[src/rtl/core_ifu_if.sv]
// Instruction bus between the fetch unit (master) and instruction memory (slave).
// Single outstanding request: req/gnt handshake, then one rvalid beat.
interface core_ifu_if;
  logic        ibus_req_o;
  logic [31:0] ibus_addr_o;
  logic        ibus_gnt_i;
  logic        ibus_rvalid_i;
  logic [31:0] ibus_rdata_i;

  modport master (
    output ibus_req_o,
    output ibus_addr_o,
    input  ibus_gnt_i,
    input  ibus_rvalid_i,
    input  ibus_rdata_i
  );

  modport slave (
    input  ibus_req_o,
    input  ibus_addr_o,
    output ibus_gnt_i,
    output ibus_rvalid_i,
    output ibus_rdata_i
  );
endinterface

[src/rtl/core_ifu.sv]
// Instruction fetch unit: issues one word fetch at a time, feeds the IF/ID
// registers, and parks a returned word in a 1-entry buffer while decode stalls.
module core_ifu #(
  parameter logic [31:0] RST_ADDR = 32'h0000_0000,
  parameter logic [31:0] NOP_INST = 32'h0000_0013
) (
  input  logic             clk,
  input  logic             rst,
  input  logic             jump_flag_in,
  input  logic [31:0]      jump_addr_in,
  input  logic             hold_flag_in,
  core_ifu_if.master       ibus,
  output logic [31:0]      inst_addr_out,
  output logic [31:0]      inst_out,
  output logic             inst_valid_out
);

  typedef enum logic [1:0] {
    S_REQ,   // request on the bus, waiting for grant
    S_WAIT,  // granted, waiting for read data
    S_KILL,  // granted request was redirected away; drop its data
    S_BUF    // fetched word parked while decode is held
  } state_t;

  state_t      state, state_nxt;
  logic [31:0] pc, pc_nxt;
  logic [31:0] buf_addr, buf_addr_nxt;
  logic [31:0] buf_inst, buf_inst_nxt;
  logic [31:0] addr_nxt, inst_nxt;
  logic        valid_nxt;

  // NOTE: sequential state uses non-blocking assignments only, so every
  // register samples the pre-edge values computed by the combinational block.
  always_ff @(posedge clk) begin
    if (rst) begin
      state          <= S_REQ;
      pc             <= RST_ADDR;
      buf_addr       <= '0;
      buf_inst       <= '0;
      inst_addr_out  <= RST_ADDR;
      inst_out       <= NOP_INST;
      inst_valid_out <= 1'b0;
    end else begin
      state          <= state_nxt;
      pc             <= pc_nxt;
      buf_addr       <= buf_addr_nxt;
      buf_inst       <= buf_inst_nxt;
      inst_addr_out  <= addr_nxt;
      inst_out       <= inst_nxt;
      inst_valid_out <= valid_nxt;
    end
  end

  always_comb begin
    // NOTE: every output of this block gets a default first, so no path can
    // leave a variable unassigned and infer a latch.
    state_nxt    = state;
    pc_nxt       = pc;
    buf_addr_nxt = buf_addr;
    buf_inst_nxt = buf_inst;
    addr_nxt     = inst_addr_out;
    if (hold_flag_in) begin
      inst_nxt  = inst_out;
      valid_nxt = inst_valid_out;
    end else begin
      inst_nxt  = NOP_INST;
      valid_nxt = 1'b0;
    end

    if (jump_flag_in) begin
      // Redirect wins over hold and rvalid; the parked word is stale.
      pc_nxt       = {jump_addr_in[31:2], 2'b00};
      inst_nxt     = NOP_INST;
      valid_nxt    = 1'b0;
      buf_addr_nxt = '0;
      buf_inst_nxt = '0;
      unique case (state)
        S_REQ:   state_nxt = ibus.ibus_gnt_i    ? S_KILL : S_REQ;
        S_WAIT:  state_nxt = ibus.ibus_rvalid_i ? S_REQ  : S_KILL;
        // A response landing with a repeated redirect retires the old request.
        S_KILL:  state_nxt = ibus.ibus_rvalid_i ? S_REQ  : S_KILL;
        S_BUF:   state_nxt = S_REQ;
        default: state_nxt = S_REQ;
      endcase
    end else begin
      unique case (state)
        S_REQ: begin
          if (ibus.ibus_gnt_i) state_nxt = S_WAIT;
        end
        S_WAIT: begin
          if (ibus.ibus_rvalid_i) begin
            pc_nxt = pc + 32'd4;
            if (hold_flag_in) begin
              buf_addr_nxt = pc;
              buf_inst_nxt = ibus.ibus_rdata_i;
              state_nxt    = S_BUF;
            end else begin
              addr_nxt  = pc;
              inst_nxt  = ibus.ibus_rdata_i;
              valid_nxt = 1'b1;
              state_nxt = S_REQ;
            end
          end
        end
        S_KILL: begin
          if (ibus.ibus_rvalid_i) state_nxt = S_REQ;
        end
        S_BUF: begin
          if (!hold_flag_in) begin
            addr_nxt  = buf_addr;
            inst_nxt  = buf_inst;
            valid_nxt = 1'b1;
            state_nxt = S_REQ;
          end
        end
        default: state_nxt = S_REQ;
      endcase
    end
  end

  assign ibus.ibus_req_o  = (state == S_REQ) && !rst;
  assign ibus.ibus_addr_o = pc;

endmodule
[src/flat_wrapper.sv]
// flat-port wrapper written by rule: the top's interface ports become plain ports
module core_ifu_flat 
#(
  parameter logic [31:0] RST_ADDR = 32'h0000_0000,
  parameter logic [31:0] NOP_INST = 32'h0000_0013
)
  (clk, rst, jump_flag_in, jump_addr_in, hold_flag_in, inst_addr_out, inst_out, inst_valid_out, ibus_ibus_req_o, ibus_ibus_addr_o, ibus_ibus_gnt_i, ibus_ibus_rvalid_i, ibus_ibus_rdata_i);
  core_ifu_if ibus_i ();
  input  logic clk;
  input  logic rst;
  input  logic jump_flag_in;
  input  logic [31:0] jump_addr_in;
  input  logic hold_flag_in;
  output logic [31:0] inst_addr_out;
  output logic [31:0] inst_out;
  output logic inst_valid_out;
  output wire logic [$bits(ibus_i.ibus_req_o)-1:0] ibus_ibus_req_o;
  output wire logic [$bits(ibus_i.ibus_addr_o)-1:0] ibus_ibus_addr_o;
  input wire logic [$bits(ibus_i.ibus_gnt_i)-1:0] ibus_ibus_gnt_i;
  input wire logic [$bits(ibus_i.ibus_rvalid_i)-1:0] ibus_ibus_rvalid_i;
  input wire logic [$bits(ibus_i.ibus_rdata_i)-1:0] ibus_ibus_rdata_i;
  assign ibus_ibus_req_o = ibus_i.ibus_req_o;
  assign ibus_ibus_addr_o = ibus_i.ibus_addr_o;
  assign ibus_i.ibus_gnt_i = ibus_ibus_gnt_i;
  assign ibus_i.ibus_rvalid_i = ibus_ibus_rvalid_i;
  assign ibus_i.ibus_rdata_i = ibus_ibus_rdata_i;
  core_ifu #(.RST_ADDR(RST_ADDR), .NOP_INST(NOP_INST)) u_core (.clk(clk), .rst(rst), .jump_flag_in(jump_flag_in), .jump_addr_in(jump_addr_in), .hold_flag_in(hold_flag_in), .ibus(ibus_i), .inst_addr_out(inst_addr_out), .inst_out(inst_out), .inst_valid_out(inst_valid_out));
endmodule
[config.mk]
export PLATFORM = sky130hd
export DESIGN_NAME = core_ifu_flat
export DESIGN_NICKNAME = d
export VERILOG_FILES = /design/src/rtl/core_ifu_if.sv /design/src/rtl/core_ifu.sv /design/src/flat_wrapper.sv
export SDC_FILE = /design/constraint.sdc
export NUM_CORES = 1
export LEC_CHECK = 0
export ABC_CLOCK_PERIOD_IN_PS = 2100
export BUFFER_PORTS_ARGS = -buffer_cell sky130_fd_sc_hd__buf_2
export CAP_MARGIN = 30
export CORE_ASPECT_RATIO = 1.4
export CORE_MARGIN = 1.5
export CORE_UTILIZATION = 48
export DETAILED_ROUTE_END_ITERATION = 7
export PLACE_DENSITY = 0.8
export SLEW_MARGIN = 10
export SYNTH_ARGS = -nofsm -noshare
export SYNTH_HDL_FRONTEND = slang
export SYNTH_SLANG_ARGS = --single-unit
[constraint.sdc]
create_clock -name clk -period 2.1 [get_ports clk]
set_clock_uncertainty 0.1 [all_clocks]
set_input_delay 0.42 -clock clk [delete_from_list [all_inputs] [get_ports clk]]
set_output_delay 0.42 -clock clk [all_outputs]
set_load 0.005 [all_outputs]
==> PnR_summary.wiki <==
{| class="wikitable"
! Metric !! Value
|-
| Worst Path Buf+Inv || 2
|-
| Multiplexer share of the synthesized area || 0.0517
|-
| Count of cell types in the netlist || 39
|-
| Worst Path Class, Setup || reg -> reg
|-
| Synthesis Warnings || 0
|-
| Wire length of the first global-routing pass || 27600 um
|-
| Cell with the largest stage delay on the worst path || sky130_fd_sc_hd__or3_1
|-
| Post-CTS setup-driven buffer insertion count || 0
|-
| Commonest cells post-synth || sky130_fd_sc_hd__dfxtp_1, sky130_fd_sc_hd__nand2_1, sky130_fd_sc_hd__nor2_1
|-
| Die extent in x || 103 um
|-
| H-tree level count || 4
|-
| Port buffer count || 161
|-
| Startpoint types || flip-flop
|-
| Compound-Gate Fraction of Synth Area || 0.182
|-
| Sum of net half-perimeters after detailed placement || 11900 um
|-
| Fraction of synthesized cell area in xor and xnor cells || 0.0310
|-
| Cells after Synth || 836
|-
| Fin nets || 1070
|-
| Cell Pwr Density || 799 nW/um^2
|-
| Path category of the worst min-delay check || in -> reg
|-
| Result of the run || complete, no violations
|-
| Overall routed net length || 17500 um
|-
| Number of nets still failing antenna checks after routing || 0
|-
| Achievable clock frequency || 497 MHz
|-
| CTS tree || done
|-
| Number of cells upsized or downsized after cts || 0
|-
| Count of vias placed by the detailed router || 6342
|-
| Initial antenna violation count || 0
|-
| Dominant combinational cell family by area after synthesis || simple AND/OR/NAND/NOR gates
|-
| Most numerous cell in the Yosys netlist || sky130_fd_sc_hd__dfxtp_1
|-
| Post-route DRC violation count || 0
|-
| Remaining global-route overflow || 0
|-
| Top cell type's share of synthesized area || 0.464
|-
| Synthesis-to-layout area growth || 26.7%
|-
| Setup-failing EPs final || 0
|-
| Weighted congestion at the end of routability-driven global placement || 0.815
|-
| Minimum period implied by the final worst setup slack || 2.01 ns
|-
| Largest cells by area after synthesis || sky130_fd_sc_hd__dfxtp_1, sky130_fd_sc_hd__nand2_1, sky130_fd_sc_hd__a21oi_1
|-
| Insertion delay of the later-clocked pin in the worst-skew pair || 0.42 ns
|-
| Series of cell instances along the critical path || inv_2 -> ha_2 -> nand3_1 -> or3_1 -> buf_4 -> or3_1 -> a311oi_1
|-
| Final core utilization || 0.620
|-
| Die Height || 144 um
|-
| Number of logic stages on the critical path including buffering || 7
|-
| Most Frequent Cell on Critical Path || sky130_fd_sc_hd__or3_1
|-
| Peak per-stage delay on the critical path || 0.35 ns
|-
| Crit-path max FO || 10
|-
| Endpoint class of the critical path || flip-flop
|-
| Startpoint of the worst-slack reg-to-reg timing path || u_core.state[1]$_SDFFE_PP0P_
|-
| Drt pass-1 iters || 4
|-
| Origin of the worst min-delay path || jump_addr_in[3]
|-
| Sequential fraction of the synthesis area || 0.464
|-
| Number of flops mapped to enable cells by yosys || 0
|-
| WP data required || 2.32 ns
|-
| Multi-input combinational cell area || 3310 sq um
|-
| Hold-fix buffers at CTS || 0
|-
| IR Drop Worst-Case VDD || 0.520 mV
|-
| Worst-case reg-to-reg path depth || 7
|-
| Row count || 51
|-
| Fraction of final layout cells with drive strength greater than 1 || 0.250
|-
| Cts bufs inserted || 17
|-
| Clock Sinks || 157
|-
| Most instantiated flip-flop cell in the synthesis netlist || sky130_fd_sc_hd__dfxtp_1
|-
| Fin. Hold Viols || 0
|-
| Worst Tran Pin Value || 0.617 ns
|-
| Number of pins exceeding their max-slew limit in the final report || 0
|-
| Top-level port count || 168
|-
| Clock slew at the register clock pins of the worst setup and hold paths || 0.07 ns
|-
| Initial Utilization || 0.489
|-
| R2R setup slack || 0.09 ns
|-
| Vias in the first global route || 5693
|-
| Aggregate global-route resource usage || 0.239
|-
| Final total negative setup slack || 0 ns
|-
| Master cell of the clock root buffer || sky130_fd_sc_hd__clkbuf_16
|-
| Max-capacitance violation count || 0
|-
| Async set-or-reset flop fraction in the synthesized netlist || 0
|-
| Post-synthesis cell area || 6770 sq um
|-
| Cell type group with the largest total delay on the critical path || simple AND/OR/NAND/NOR gates
|-
| DR WL/cell || 14.7 um
|-
| First-iteration detailed-routing DRC count || 220
|-
| CTS Buffer Depth || 2
|-
| # fillers || 1214
|-
| Maximum number of pins on one net before global-route repair || 66
|-
| Source of the critical timing path || u_core.state[1]$_SDFFE_PP0P_
|-
| Vias per cell || 5.32
|-
| Data arrival time of the critical path || 2.23 ns
|-
| Fraction of the mapped netlist area in adder cells || 0.0111
|-
| Die area || 14800 sq um
|-
| RSZ-0062 raised after global routing || no
|-
| Part of the cycle the worst path needs || 0.958
|-
| Top cell type by total area after synthesis || sky130_fd_sc_hd__dfxtp_1
|-
| Leak || 3.27 nW
|-
| Instance count along the most critical hold path || 3
|-
| Worst slew slack as a fraction of its limit || 0.589
|-
| Floorplan core area || 13800 sq um
|-
| Average instance area after synthesis || 8.10 sq um
|-
| Simple-gate portion of the synthesized area || 0.206
|-
| Area of all sequential standard cells || 3140 sq um
|-
| Flop and latch count out of synthesis || 157
|}
==> final timing paths <==
path	end
worst max register to register	u_core.ibus.ibus_addr_o[12]$_SDFFE_PP0P_
worst min register to register	u_core.buf_addr[8]$_SDFFE_PP0P_
worst min-delay path	u_core.ibus.ibus_addr_o[3]$_SDFFE_PP0P_
worst max-delay path	u_core.ibus.ibus_addr_o[12]$_SDFFE_PP0P_
==> cell type report <==
cell class	count	share of cell area
Antenna cell	1	0.000292
Clock buffer	20	0.0521
Clock inverter	12	0.0190
Inverter	11	0.00481
Multi-Input combinational cell	599	0.386
Sequential cell	157	0.366
Tap cell	185	0.0270
Timing Repair Buffer	208	0.144
==> layer usage <==
layer / vias up / GRT usage / part of all wire
met5: - / 0 / 0
met4: 0 / 0.0846 / 0.014
met3: 16 / 0.0506 / 0.054
met2: 181 / 0.419 / 0.52
met1: 2966 / 0.284 / 0.41
li1: 3179 / - / -
==> flip-flops by register name (all words and copies together), names as in the netlist <==
register	cells
u_core.ibus.ibus_addr_o	30
u_core.inst_valid_out	1
u_core.state	2
u_core.inst_out	32
u_core.buf_inst	32
u_core.buf_addr	30
u_core.inst_addr_out	30
==> report_power, final <==
| part | total, mW | internal (mW) | switching [mW] | leakage [nW] |
|---|---|---|---|---|
| registers | 3.10 | 3.04 | 0.0572 | 1.27 |
| clock network | 3.16 | 1.91 | 1.25 | 0.279 |
| logic | 0.595 | 0.253 | 0.342 | 1.72 |
==> cell families after synthesis <==
| logic type | count (synthesis) |
|---|---|
| and+or+nand+nor | 328 |
| AOI/OAI and AO/OA | 202 |
| other | 1 |
| muxes | 35 |
| adders and majority gates | 6 |
| xor gates and xnor gates | 24 |
| buffers and inverters | 83 |
| DFF | 157 |
==> worst register-to-register path: cells and delay by family (launching register included) <==
| kind | cells | cell delay (ns) |
|---|---|---|
| buf+inv | 2 | 0.26 |
| compound gates | 1 | 0.28 |
| simple gates | 3 | 0.79 |
| fa+ha+maj | 1 | 0.17 |
| flops | 1 | 0.32 |
==> stage by stage <==
stage / hold slack [ns] / power [mW] / instance area, sq um / setup slack, ns / instances
floorplan: 0.336 / 3.48 / 6780 / 0.157 / 839
global placement: 0.341 / 3.74 / 7950 / 0.174 / 1160
detailed placement: 0.346 / 3.76 / 7950 / 0.102 / 1160
CTS: 0.125 / 6.91 / 8560 / 0.0538 / 1192
global route: 0.151 / 7.09 / 8580 / 0.00105 / 1192
finish: 0.138 / 6.86 / 8580 / 0.0886 / 1193
==> placed cells by master, fill, tap and decap left out, types with 8 or more instances in the layout <==
cell / netlist / final
sky130_fd_sc_hd__buf_2: 7 / 161
sky130_fd_sc_hd__dfxtp_1: 157 / 157
sky130_fd_sc_hd__nand2_1: 149 / 149
sky130_fd_sc_hd__nor2_1: 123 / 123
sky130_fd_sc_hd__a21oi_1: 108 / 108
sky130_fd_sc_hd__a211oi_1: 45 / 45
sky130_fd_sc_hd__buf_4: 4 / 40
sky130_fd_sc_hd__mux2i_1: 35 / 35
sky130_fd_sc_hd__a22oi_1: 29 / 29
sky130_fd_sc_hd__xnor2_1: 19 / 19
sky130_fd_sc_hd__clkbuf_16: 0 / 17
sky130_fd_sc_hd__nand3_1: 11 / 10
sky130_fd_sc_hd__inv_1: 10 / 9
sky130_fd_sc_hd__nor3_1: 10 / 9
sky130_fd_sc_hd__nand4_1: 9 / 9
sky130_fd_sc_hd__o21ai_0: 8 / 8
(Power assumes the default switching activity.)
